**src/rtl/snake_game_ctrl.sv**
```systemverilog
// Snake game controller: IDLE/PLAY/PAUSE/OVER sequencing, level-scaled move tick, lives and BCD high score.
// Define SNAKE_PAUSE_EN to build the pause feature; without it I_pause is ignored and PAUSE is unreachable.
module snake_game_ctrl #(
  parameter int SPEED_0     = 20000000,
  parameter int SPEED_STEP  = 3000000,
  parameter int START_LIVES = 3,
  parameter int OVER_HOLD   = 50000000
) (
  input  logic       I_clk,
  input  logic       I_rst_n,
  input  logic       I_start,
  input  logic       I_pause,
  input  logic       I_dead,
  input  logic [7:0] I_score,
  output logic       O_tick,
  output logic       O_clr,
  output logic       O_run,
  output logic [1:0] O_state,
  output logic [1:0] O_level,
  output logic [1:0] O_lives,
  output logic [7:0] O_high_score
);

  typedef enum logic [1:0] {
    ST_IDLE  = 2'd0,
    ST_PLAY  = 2'd1,
    ST_PAUSE = 2'd2,
    ST_OVER  = 2'd3
  } state_t;

  localparam int CNT_W = (SPEED_0 > 1) ? $clog2(SPEED_0 + 1) : 1;
  localparam int OVR_W = (OVER_HOLD > 1) ? $clog2(OVER_HOLD + 1) : 1;

  state_t           state_q, state_d;
  logic [CNT_W-1:0] tick_cnt_q, tick_cnt_d;
  logic [OVR_W-1:0] over_cnt_q, over_cnt_d;
  logic [1:0]       lives_q, lives_d;
  logic [1:0]       level_q, level_d;
  logic [7:0]       high_q, high_d;
  logic             tick_q, tick_d;
  logic             clr_q, clr_d;
  logic             run_q, run_d;
  logic             start_prev_q;
  logic             start_edge;
  logic             pause_edge;
  logic [31:0]      period;
  logic [31:0]      period_m1;
  logic             tick_due;

  assign start_edge = I_start & ~start_prev_q;

  always_ff @(posedge I_clk or negedge I_rst_n) begin
    if (!I_rst_n) start_prev_q <= 1'b0;
    else          start_prev_q <= I_start;
  end

`ifdef SNAKE_PAUSE_EN
  logic pause_prev_q;

  assign pause_edge = I_pause & ~pause_prev_q;

  always_ff @(posedge I_clk or negedge I_rst_n) begin
    if (!I_rst_n) pause_prev_q <= 1'b0;
    else          pause_prev_q <= I_pause;
  end
`else
  logic unused_pause;

  assign pause_edge   = 1'b0;
  assign unused_pause = I_pause;
`endif

  // Period follows the registered level, so a level change shortens the very next compare.
  assign period    = 32'(SPEED_0) - 32'(level_q) * 32'(SPEED_STEP);
  assign period_m1 = period - 32'd1;
  assign tick_due  = (32'(tick_cnt_q) >= period_m1);
  assign level_d   = (I_score[7:4] > 4'd3) ? 2'd3 : I_score[5:4];

  always_comb begin
    state_d    = state_q;
    tick_cnt_d = tick_cnt_q;
    over_cnt_d = '0;
    lives_d    = lives_q;
    high_d     = high_q;
    tick_d     = 1'b0;
    clr_d      = 1'b0;
    case (state_q)
      ST_IDLE: begin
        tick_cnt_d = '0;
        if (start_edge) begin
          state_d = ST_PLAY;
          lives_d = 2'(START_LIVES);
          clr_d   = 1'b1;
        end
      end
      ST_PLAY: begin
        // A death outranks both the pending tick and a same-cycle pause edge.
        if (I_dead) begin
          tick_cnt_d = '0;
          lives_d    = lives_q - 2'd1;
          if (lives_q <= 2'd1) begin
            state_d = ST_OVER;
            if (I_score > high_q) high_d = I_score;
          end
        end else begin
          if (tick_due) begin
            tick_d     = 1'b1;
            tick_cnt_d = '0;
          end else begin
            tick_cnt_d = tick_cnt_q + CNT_W'(1);
          end
          if (pause_edge) state_d = ST_PAUSE;
        end
      end
      ST_PAUSE: begin
        if (pause_edge) state_d = ST_PLAY;
      end
      ST_OVER: begin
        tick_cnt_d = '0;
        if (over_cnt_q >= OVR_W'(OVER_HOLD - 1)) state_d = ST_IDLE;
        else                                     over_cnt_d = over_cnt_q + OVR_W'(1);
      end
      default: state_d = ST_IDLE;
    endcase
    run_d = (state_d == ST_PLAY);
  end

  always_ff @(posedge I_clk or negedge I_rst_n) begin
    if (!I_rst_n) begin
      state_q    <= ST_IDLE;
      tick_cnt_q <= '0;
      over_cnt_q <= '0;
      lives_q    <= 2'd0;
      level_q    <= 2'd0;
      high_q     <= 8'h00;
      tick_q     <= 1'b0;
      clr_q      <= 1'b0;
      run_q      <= 1'b0;
    end else begin
      state_q    <= state_d;
      tick_cnt_q <= tick_cnt_d;
      over_cnt_q <= over_cnt_d;
      lives_q    <= lives_d;
      level_q    <= level_d;
      high_q     <= high_d;
      tick_q     <= tick_d;
      clr_q      <= clr_d;
      run_q      <= run_d;
    end
  end

  assign O_tick       = tick_q;
  assign O_clr        = clr_q;
  assign O_run        = run_q;
  assign O_state      = state_q;
  assign O_level      = level_q;
  assign O_lives      = lives_q;
  assign O_high_score = high_q;

endmodule

```
**config.mk**
```make
export PLATFORM = sky130hd
export DESIGN_NAME = snake_game_ctrl
export DESIGN_NICKNAME = d
export VERILOG_FILES = /design/src/rtl/snake_game_ctrl.sv
export SDC_FILE = /design/constraint.sdc
export NUM_CORES = 1
export LEC_CHECK = 0
export ABC_AREA = 0
export BUFFER_PORTS_ARGS = -buffer_cell sky130_fd_sc_hd__buf_2
export CORE_MARGIN = 8
export CORE_UTILIZATION = 40
export DETAILED_ROUTE_END_ITERATION = 7
export PLACE_DENSITY = 0.61
export SLEW_MARGIN = 20
export SYNTH_ARGS = -nofsm -noshare
export SYNTH_HDL_FRONTEND = slang
export SYNTH_SLANG_ARGS = --single-unit
```
**constraint.sdc**
```tcl
create_clock -name I_clk -period 2.9 [get_ports I_clk]
set_input_delay 0.58 -clock I_clk [delete_from_list [all_inputs] [get_ports I_clk]]
set_output_delay 0.58 -clock I_clk [all_outputs]
set_load 0.02 [all_outputs]
```
# After elaboration in Yosys (flattened, before gate mapping)
# Index checks and enable logic that the tools add are counted.
# word_totals
in_bits,13
reg_bits,69
wordCells,54
out_inout_bits,17
# classes
n_addsub,5
multipliers,1
eq_ne,6
n_reduce_logical,6
muxes,19
magnitude_cmp,5
bitwise_logic,2
# op_table
operator,count
26-bit two-way mux,2
25-bit two-way mux,2
25-bit case mux with 2 select lines,1
25-bit by 32-bit >= comparator with 1-bit output,1
"26-bit by 2-bit subtractor with 27-bit output, second input constant",1
"26-bit by 1-bit adder with 26-bit output, second input constant",1
"26-bit >= comparator, second input constant",1
"25-bit by 24-bit subtractor with 26-bit output, first input constant",1
"25-bit by 1-bit adder with 25-bit output, second input constant",1
"2-bit by 16-bit multiplier with 18-bit output, second input constant",1
2-bit two-way mux,7
8-bit greater-than comparator,1
2-bit case mux with 4 select lines,1
1-bit two-way mux,5
"2-bit by 1-bit equality test with 1-bit output, second input constant",2
"2-bit equality test, second input constant",2
"4-bit by 2-bit greater-than comparator with 1-bit output, second input constant",1
"2-bit inequality test, second input constant",2
2-bit case mux with 2 select lines,1
4-bit AND reduction,1
2-bit nonzero test,2
3-bit AND reduction,1
"2-bit by 1-bit <= comparator with 1-bit output, second input constant",1
2-bit zero test,1
other kinds (4),4

# Longest topological paths before layout
# Gate-level depths: netlist of run 1.
# logic_depth
word_depth,7
depth_mapped,13
depth_no_buf,12

# Worst setup path after synthesis of run 1
# OpenSTA, ideal clock, no wires.
# synth_timing
path_type,reg-to-reg
start,"register level_q[0], in the netlist O_level[0]"
end,register tick_cnt_q[22]
required_time_ns,2.808
setup_slack_ns,-0.268
stages_incl_launch_ff,12
t_arrival_ns,3.077
setup_ns,0.092
period_less_slack_ns,3.168
path_buffers,1
path_cell_list,dfrtp_1 -> inv_1 -> ha_1 -> mux2_2 -> ha_1 -> nand4_1 -> nor3_1 -> a221o_1 -> a211oi_2 -> nand2_2 -> buf_2 -> o31ai_2
# synth_between
elab_chain_cells,7
# synth_rtl
item,line_no,rtl
start: declaration,38,"logic [1:0] level_q, level_d;"
start signal: assignment,144,level_q <= level_d;
2-bit by 16-bit multiplier with 18-bit output,74,assign period = 32'(SPEED_0) - 32'(level_q) * 32'(SPEED_STEP);
25-bit by 24-bit subtractor with 26-bit output,74,
26-bit by 2-bit subtractor with 27-bit output,75,assign period_m1 = period - 32'd1;
25-bit by 32-bit >= comparator with 1-bit output,76,assign tick_due = (32'(tick_cnt_q) >= period_m1);
25-bit two-way mux,106,if (tick_due) begin
25-bit two-way mux,98,if (I_dead) begin
25-bit case mux with 2 select lines,87,case (state_q)
end signal: assignment,141,tick_cnt_q <= tick_cnt_d;
end: declaration,35,"logic [CNT_W-1:0] tick_cnt_q, tick_cnt_d;"
# No other way between the ends.
# A chain may end at the register's enable or synchronous reset.

# Worst setup path in the final report of run 1
# layout_timing
start,"register level_q[0], in the netlist O_level[0]"
end,register tick_cnt_q[10]
# Same word-level chain as after synthesis.

==> results.yml, run 1 <==
run_status:
  status: "finished clean"
critical_path:
  crit_required_ps: 3150
  crit_family: "compound AO/OA/AOI/OAI gates"
  start_kind: "register"
  path_class: "register to register"
  slowest_stage: "dfrtp_2"
  crit_path_max_fanout: 5
  r2r-start: "O_level[0]"
  r2r_slack_ps: 30
  max_stage_delay_ps: 440
  worstPathArrival_ps: 3120
  r2r_end: "tick_cnt_q[10]"
  r2r_cells: 12
  end_kind: "register"
  crit_path_cell_trace: "inv_4 > ha_4 > buf_6 > xnor2_2 > ha_1 > nand4_1 > nor3_2 > a221o_1 > a211oi_4 > nand2_4 > buf_12 > o311ai_4"
  cp.buffers_inverters: 3
timing:
  fmax_mhz: 348
  rsz0062_at_grt: "yes"
  period_minus_slack_ps: 2870
  fin_crit_sh_pct: 99.0
  hold_violations: 0
  worst_slew_pin_slew_ps: 939
  relSlewSlack_pct: 37.4
  setup_violations: 0
  layout_setup_ws_ps: 28.6
  drv_slew: 0
  skew_ps: 13.6
  final.setup.tns_ps: 0
worst_hold_path:
  min_to: "start_prev_q"
  hp-class: "primary input to register"
  holdPathStages: 1
  hp-start: "I_start"
finish:
  final_util_pct: 49.3
  instances_no_fill: 657
  mostFrequentLayoutCell: "dfrtp_1"
  drive_gt1_share_pct: 21.9
  diodes: 0
  layout_common_cells: "dfrtp_1 (67), ha_1 (40), inv_1 (38), nor2_1 (38), nand2_1 (33)"
  fin_area_mm2: 0.00527
  fill_cells: 1006
  syn_to_final_growth_pct: 22.0
  layout.nets: 568
place:
  io_buffers: 28
  place_ws_ps: -40.0
  placed_cell_area_mm2: 0.00474
  globalplace.congestion: 0.789
  dpl.cell_count: 633
  hpwl_um: 6770
routing:
  wirelength_um: 10100
  wl_per_cell_um: 15.4
  drt-pass1-iter-count: 5
  drc_errors: 0
  viasPerCell: 5.47
  ant_nets: 0
  drt_iter0_markers: 239
  vias: 3591
pwr:
  swShare_pct: 36.2
  p_sw_mw: 1.06
  comb_power_share_pct: 33.6
  pwr_density_cell_mw_per_mm2: 556
  peakVddDrop_mv: 0.403
  pwr-share-clk_pct: 27.6
  p_int_mw: 1.87
  p_seq_share_pct: 38.8
  p_leak_nw: 2.27
synth:
  ys_warn_count: 0
  synth_ff_type: "dfrtp_1"
  synth_area_mm2: 0.00432
  ys_async_sr_fraction_pct: 100
  synth_edf_count: 0
  ys_seq_area_share_pct: 40.0
  synth_fp_nets: 520
  synth_cells: 464
  synth.top_cell.area_share_pct: 40.0
  synth_top_cell_by_area: "dfrtp_1"
  synth.ff_latch_count: 69
  yosys.cell_types.count: 56
  synth_area_leaders: "dfrtp_1 (40%), ha_1 (12%), nand3_1 (3.7%)"
  synth.avg_cell_area_um2: 9.31
floorplanning:
  coreArea_mm2: 0.0107
  die_h_um: 120
  die-area_mm2: 0.0144
  dieWidth_um: 120
  io_pins: 30
  start_util_pct: 40.4
  rows: 38
cts:
  hold_buffers: 0
  tritoncts: "yes"
  clkLatencyLatePin_ps: 360
  cts_sinks: 69
  cts_root_buf: "clkbuf_8"
  clkSlewWorstSetupHoldPaths_ps: 80
  cts_buffers: 9
  h-tree-depth: 3
  cts_max_path_buffers: 2
global_routing:
  grt_pass1_wl_um: 16700
  overflow: 0
  first_global_vias: 3567
  antenna_found_initial: 0
  grt_max_degree: 38
  track_usage_pct: 13.9
flow_run:
  drv_cap: 0
## repair_timing
| action | in CTS | in global routing |
|---|---|---|
| gates resized for setup | 1 | 33 |
| setup endpoints to repair | 13 | 26 |
| gates cloned | 0 | 2 |
| pin swaps | 1 | 16 |
| endpoints found under the hold margin | 0 | 0 |
| buffers inserted | 0 | 6 |
## worst register-to-register path: stages, from the launching register on
cell and delay, ps:
dfrtp_2 440, inv_4 80, ha_4 200, buf_6 130, xnor2_2 120, ha_1 310
nand4_1 160, nor3_2 50, a221o_1 380, a211oi_4 350, nand2_4 140, buf_12 180
o311ai_4 230
## logic make-up after synthesis
| kind of cell | synth area share [%] |
|---|---|
| AND/OR/NAND/NOR | 21.5 |
| AO/OA/AOI/OAI | 13.0 |
| flip-flops | 40.0 |
| buffers and inverters | 5.27 |
| adder cells (fa/ha/maj) | 12.5 |
| XOR/XNOR | 5.07 |
| multiplexers | 2.58 |
| other | 0.0868 |
## flip-flops by register name, summed over array words and instances (netlist names)
name / flops
O_state: 2
O_clr: 1
start_prev_q: 1
O_tick: 1
O_lives: 2
over_cnt_q: 26
O_level: 2
O_high_score: 8
tick_cnt_q: 25
O_run: 1
## routing by layer
metal / vias to the layer above / track usage (%) / wire length [um]
met5: - / 0 / 0
met2: 57 / 22.5 / 4890
met1: 1761 / 18.2 / 4780
met3: 13 / 2.68 / 324
li1: 1760 / - / -
met4: 0 / 4.68 / 118
## Yosys cell counts, types with 4 or more instances
master / n
a21oi_1: 10
a31oi_1: 15
and2_1: 8
and3_1: 12
and4_1: 5
buf_2: 5
clkbuf_1: 9
dfrtp_1: 69
ha_1: 43
inv_1: 40
mux2_2: 9
nand2_1: 33
nand3_1: 32
nand4_1: 20
nor2_1: 38
nor2b_1: 7
nor3_1: 6
o21a_1: 4
o21ai_0: 13
o22ai_1: 7
o311ai_1: 7
or3_1: 4
xnor2_1: 8
xor2_1: 17
## through the flow
stage | hold slack [ps] | power, mW
final | 339 | 2.93
after global routing | 321 | 3.11
after CTS | 325 | 2.87
after detailed placement | 483 | 2.04
after global placement | 454 | 2.01
after floorplan | 284 | 1.74
## worst max path at each step
stage,end,slack (ps),startpoint,depth (start not counted)
6_report,tick_cnt_q[10],30,O_level[0],12
5_1_grt,tick_cnt_q[10],-80,O_level[1],13
4_1_cts,tick_cnt_q[22],4,O_level[0],14
3_3_place_gp,tick_cnt_q[22],40,O_level[0],14
3_5_place_dp,tick_cnt_q[22],-40,O_level[0],14
2_1_floorplan,tick_cnt_q[22],4,O_level[0],11
## layout make-up
type                            count  area [um2]  area share, %
Tap cell                          140         175           3.32
Timing Repair Buffer               54         415           7.88
Inverter                           40         153           2.90
Sequential cell                    69        1730           32.8
Clock buffer                       10         128           2.42
Clock inverter                      6        68.8           1.31
Multi-Input combinational cell    338        2600           49.3
## power groups by stage
| stage | combinational [mW] | clock [mW] | sequential, mW |
|---|---|---|---|
| after global placement | 0.856 | 0 | 1.15 |
| after global routing | 1.09 | 0.866 | 1.15 |
| after detailed placement | 0.887 | 0 | 1.16 |
| after CTS | 0.891 | 0.838 | 1.14 |
| final | 0.984 | 0.808 | 1.14 |
| after floorplan | 0.493 | 0 | 1.25 |
Power figures use the tool's default switching activity.
==> run 2: changes to the inputs <==
--- a/config.mk
+++ b/config.mk
@@ -11,6 +11,7 @@
 export CORE_UTILIZATION = 40
 export DETAILED_ROUTE_END_ITERATION = 7
 export PLACE_DENSITY = 0.61
+export REMOVE_ABC_BUFFERS = 1
 export SLEW_MARGIN = 20
 export SYNTH_ARGS = -nofsm -noshare
 export SYNTH_HDL_FRONTEND = slang
==> run 2 against run 1 <==
  * Core utilization decreased by 2.2 points
  * Sequential power about the same
  * Clock skew decreased by 5.7 ps
  * Hold slack got worse by 72 ps
==> results.yml, run 2 (synthesis gave the netlist of run 1 again) <==
place:
  globalplace.congestion: 0.770
  hpwl_um: 6960
  io_buffers: 28
  placed_cell_area_mm2: 0.00472
finish:
  layout_common_cells: "dfrtp_1 (69), ha_1 (41), inv_1 (39)"
  fill_cells: 1011
  largest-register: "over_cnt_q"
  largest_reg_flops: 26
  syn_to_final_growth_pct: 16.4
  fin_area_mm2: 0.00503
  diodes: 0
  drive_gt1_share_pct: 19.1
  layout.nets: 565
  mostFrequentLayoutCell: "dfrtp_1"
critical_path:
  path_class: "register to register"
  start_kind: "register"
  cp-startpoint: "O_level[1]"
  crit_required_ps: 3140
  crit_path_max_fanout: 10
  max_stage_delay_ps: 360
  r2r-start: "O_level[1]"
  slowest_stage: "a221o_1"
  crit_path_cell_trace: "inv_1 > ha_4 > mux2_2 > ha_1 > nand4_1 > nor3_1 > a221o_1 > a211oi_4 > nand2_2 > buf_6 > o311ai_2"
  worstPathArrival_ps: 3110
  r2r_cells: 11
  end_kind: "register"
  r2r_slack_ps: 40
  crit_family: "compound AO/OA/AOI/OAI gates"
  r2r_end: "tick_cnt_q[10]"
  crit_end: "tick_cnt_q[10]"
  crit_cells: 11
  cp.buffers_inverters: 2
floorplanning:
  start_util_pct: 40.4
  die_h_um: 120
  rows: 38
  io_pins: 30
  coreArea_mm2: 0.0107
  dieWidth_um: 120
  die-area_mm2: 0.0144
timing:
  worst_slew_pin_slew_ps: 683
  fin_crit_sh_pct: 98.8
  holdWs_ps: 268
  period_minus_slack_ps: 2860
  fmax_mhz: 349
  hold_violations: 0
  drv_slew: 0
  final.setup.tns_ps: 0
  relSlewSlack_pct: 54.5
  rsz0062_at_grt: "yes"
  skew_ps: 7.90
  setup_violations: 0
cts:
  cts_buffers: 9
  h-tree-depth: 3
  cts_max_path_buffers: 2
  clkLatencyLatePin_ps: 350
  cts_root_buf: "clkbuf_8"
  clkSlewWorstSetupHoldPaths_ps: 70
  tritoncts: "yes"
  cts_sinks: 69
pwr:
  p_leak_nw: 2.21
  power_mw: 2.83
  peakVddDrop_mv: 0.546
  pwr_density_cell_mw_per_mm2: 563
routing:
  drt_iter0_markers: 118
  wirelength_um: 9730
  drc_errors: 0
  wl_per_cell_um: 14.9
  vias: 3487
  viasPerCell: 5.33
  ant_nets: 0
  drt-pass1-iter-count: 4
worst_hold_path:
  hp-class: "primary input to async pin"
global_routing:
  antenna_found_initial: 0
  track_usage_pct: 14.3
  grt_pass1_wl_um: 17000
  overflow: 0
  first_global_vias: 3543
  grt_max_degree: 30
run_status:
  status: "finished clean"
flow_run:
  drv_cap: 0
==> run 2: metrics by stage <==
step | worst slack, ps | std cells | utilization, %
after floorplan | -1250 | 447 | -
after global placement | 108 | 636 | 44.2
after detailed placement | 40.6 | 636 | 44.2
after CTS | -5.57 | 652 | 46.0
after global routing | -79.8 | 654 | 47.0
final | 36.0 | 654 | 47.0
==> run 2: how the worst min path moves through the flow <==
stage,endpoint,depth (start not counted)
floorplan,O_clr,0
global placement,O_clr,1
detailed placement,O_clr,1
CTS,tick_cnt_q[0],1
global route,O_level[1],1
finish,O_level[1],1
==> run 2: per-layer routing <==
metal / track usage, % / up-vias / share of wire [%]
met5: 0 / - / 0
li1: - / 1742 / -
met4: 5.31 / 0 / 1.6
met1: 18.4 / 1693 / 49
met2: 22.4 / 39 / 47
met3: 4.04 / 13 / 2.6
==> run 2: final cells by class <==
type | count | area [um2] | share of cell area, %
timing repair buffer | 51 | 324 | 6.44
clock inverter | 5 | 60.1 | 1.19
inverter | 40 | 150 | 2.99
multi-input combinational | 338 | 2450 | 48.8
sequential | 69 | 1730 | 34.3
clock buffer | 11 | 141 | 2.81
tap | 140 | 175 | 3.48
==> run 2: repair_timing <==
action,4_1_cts,5_1_grt
hold endpoints to repair,0,0
gates cloned,0,0
setup buffers,0,2
hold buffers,0,0
setup endpoints to repair,1,24
pin swaps,0,3
resized for setup,0,16
==> run 2: report_power, final <==
part           internal (mW)  switching (mW)  total (mW)
combinational          0.357           0.545       0.902
clock                  0.422           0.371       0.793
sequential              1.06          0.0796        1.14
total                   1.84           0.996        2.83
==> run 3: changes to the inputs <==
--- a/config.mk
+++ b/config.mk
@@ -10,7 +10,7 @@
 export CORE_MARGIN = 8
 export CORE_UTILIZATION = 40
 export DETAILED_ROUTE_END_ITERATION = 7
-export PLACE_DENSITY = 0.61
+export PLACE_DENSITY = 0.59
 export REMOVE_ABC_BUFFERS = 1
 export SLEW_MARGIN = 20
 export SYNTH_ARGS = -nofsm -noshare
==> constraint.sdc (replaced) <==
create_clock -name I_clk -period 2.91 [get_ports I_clk]
set_input_delay 0.582 -clock I_clk [delete_from_list [all_inputs] [get_ports I_clk]]
set_output_delay 0.582 -clock I_clk [all_outputs]
set_load 0.02 [all_outputs]
==> run 3 against run 2 <==
  * Sequential power about the same
  * Die area is the same
  * Non-clock buffer count grew 1
  * Core utilization up 1.3 points
  * Cell count unchanged
  * Design area rose by 2.8%
  * Critical endpoint unchanged
  * First-iteration DRC count grew 110%
  * Clock skew increased by 4.5 ps
  * Critical path depth up 1
==> results.yml, run 3 (synthesis gave the netlist of run 1 again) <==
finish:
  instances_no_fill: 654
  fill_cells: 1006
  layout.nets: 566
  syn_to_final_growth_pct: 19.7
  diodes: 0
  largest-register: "over_cnt_q"
  fin_area_mm2: 0.00517
  final_util_pct: 48.3
  mostFrequentLayoutCell: "dfrtp_1"
  drive_gt1_share_pct: 20.8
  layout_common_cells: "dfrtp_1 (69), nor2_1 (38), inv_1 (37), ha_1 (37), nand2_1 (33)"
  largest_reg_flops: 26
critical_path:
  r2r_slack_ps: 90
  start_kind: "register"
  crit_path_cell_trace: "inv_2 > ha_4 > buf_6 > xnor2_1 > ha_1 > nand4_1 > nor3_1 > a221o_1 > a211oi_4 > nand2_2 > buf_12 > o311ai_4"
  max_stage_delay_ps: 410
  r2r_end: "tick_cnt_q[10]"
  slowest_stage: "dfrtp_1"
  end_kind: "register"
  r2r_cells: 12
  path_class: "register to register"
  crit_required_ps: 3160
  r2r-start: "O_level[0]"
  worstPathArrival_ps: 3060
  crit_path_max_fanout: 6
place:
  io_buffers: 28
  placed_cell_area_mm2: 0.00474
  dpl.cell_count: 636
  hpwl_um: 6790
  globalplace.congestion: 0.845
routing:
  top_layer_used: "met4"
  met3_length_um: 280
  wl_per_cell_um: 14.8
  vias: 3464
  met1_length_um: 4750
  viasPerCell: 5.30
  wl_met2_um: 4580
  drt-pass1-iter-count: 4
  drc_errors: 0
  ant_nets: 0
  wirelength_um: 9680
  drt_iter0_markers: 246
timing:
  fmax_mhz: 355
  drv_slew: 0
  fin_crit_sh_pct: 96.7
  setup_violations: 0
  period_minus_slack_ps: 2820
  skew_ps: 12.4
  worst_slew_pin_slew_ps: 869
  hold_violations: 0
  relSlewSlack_pct: 42.1
global_routing:
  antenna_found_initial: 0
  first_global_vias: 3273
  track_usage_pct: 13.2
  overflow: 0
  grt_max_degree: 39
  grt_pass1_wl_um: 15700
cts:
  cts_buffers: 9
  cts_root_buf: "clkbuf_8"
  clkLatencyLatePin_ps: 350
  clkSlewWorstSetupHoldPaths_ps: 80
  tritoncts: "yes"
  h-tree-depth: 3
  hold_buffers: 0
  cts_sinks: 69
  cts_max_path_buffers: 2
floorplanning:
  die_h_um: 120
  rows: 38
  start_util_pct: 40.4
  io_pins: 30
  dieWidth_um: 120
  coreArea_mm2: 0.0107
  die-area_mm2: 0.0144
pwr:
  p_leak_nw: 2.23
  pwr_density_cell_mw_per_mm2: 557
  peakVddDrop_mv: 0.439
worst_hold_path:
  hp-class: "primary input to async pin"
flow_run:
  drv_cap: 0
run_status:
  status: "finished clean"
==> run 3: layout make-up <==
class | instances | area (um2) | area share [%]
inverter | 40 | 150 | 2.90
sequential | 69 | 1730 | 33.4
timing repair buffer | 52 | 365 | 7.07
clock buffer | 11 | 151 | 2.93
clock inverter | 4 | 55.1 | 1.06
tap | 140 | 175 | 3.39
multi-input combinational | 338 | 2550 | 49.3
==> run 3: metal layers <==
metal	vias up	track usage [%]
met5	-	0
met4	0	3.98
met3	6	2.77
met2	34	21.0
met1	1677	17.7
li1	1747	-
==> run 3: worst max-delay path by stage <==
stage,start,end,cells past startpoint
after floorplan,O_level[0],tick_cnt_q[10],10
after detailed placement,O_level[0],tick_cnt_q[22],15
final,O_level[0],tick_cnt_q[10],12
after CTS,O_level[0],tick_cnt_q[18],11
after global routing,O_level[0],tick_cnt_q[10],12
after global placement,O_level[0],tick_cnt_q[11],11
==> run 3: power by group <==
part | total [mW] | switching (mW) | leakage [nW] | internal, mW
combinational | 0.928 | 0.545 | 1.20 | 0.383
sequential | 1.13 | 0.0803 | 0.927 | 1.05
clock | 0.818 | 0.375 | 0.102 | 0.443
total | 2.88 | 1.00 | 2.23 | 1.88
==> run 3: what timing repair did <==
item / CTS / global route
resized for setup: 1 / 28
cloned: 0 / 1
buffers inserted: 0 / 2
endpoints found under the setup margin: 1 / 25
pin swaps: 0 / 10
==> run 3: through the flow <==
stage                     TNS [ps]  hold WS, ps  total power, mW  setup WS [ps]
after CTS                        0          330             2.87           17.0
after global placement           0          453             2.02           39.5
final                            0          338             2.88           94.8
after detailed placement         0          486             2.03          0.730
after floorplan             -26770          286             1.71          -1240
after global routing         -64.7          333             3.05          -21.6
==> run 3: worst max-delay path: cells and delay by family (launching register included) <==
kind                       cells  cell delay, ps
buffers and inverters          3             420
and+or+nand+nor                3             340
adders and majority gates      2             520
xor gates and xnor gates       1             120
AOI/OAI and AO/OA              3             910
DFF                            1             410
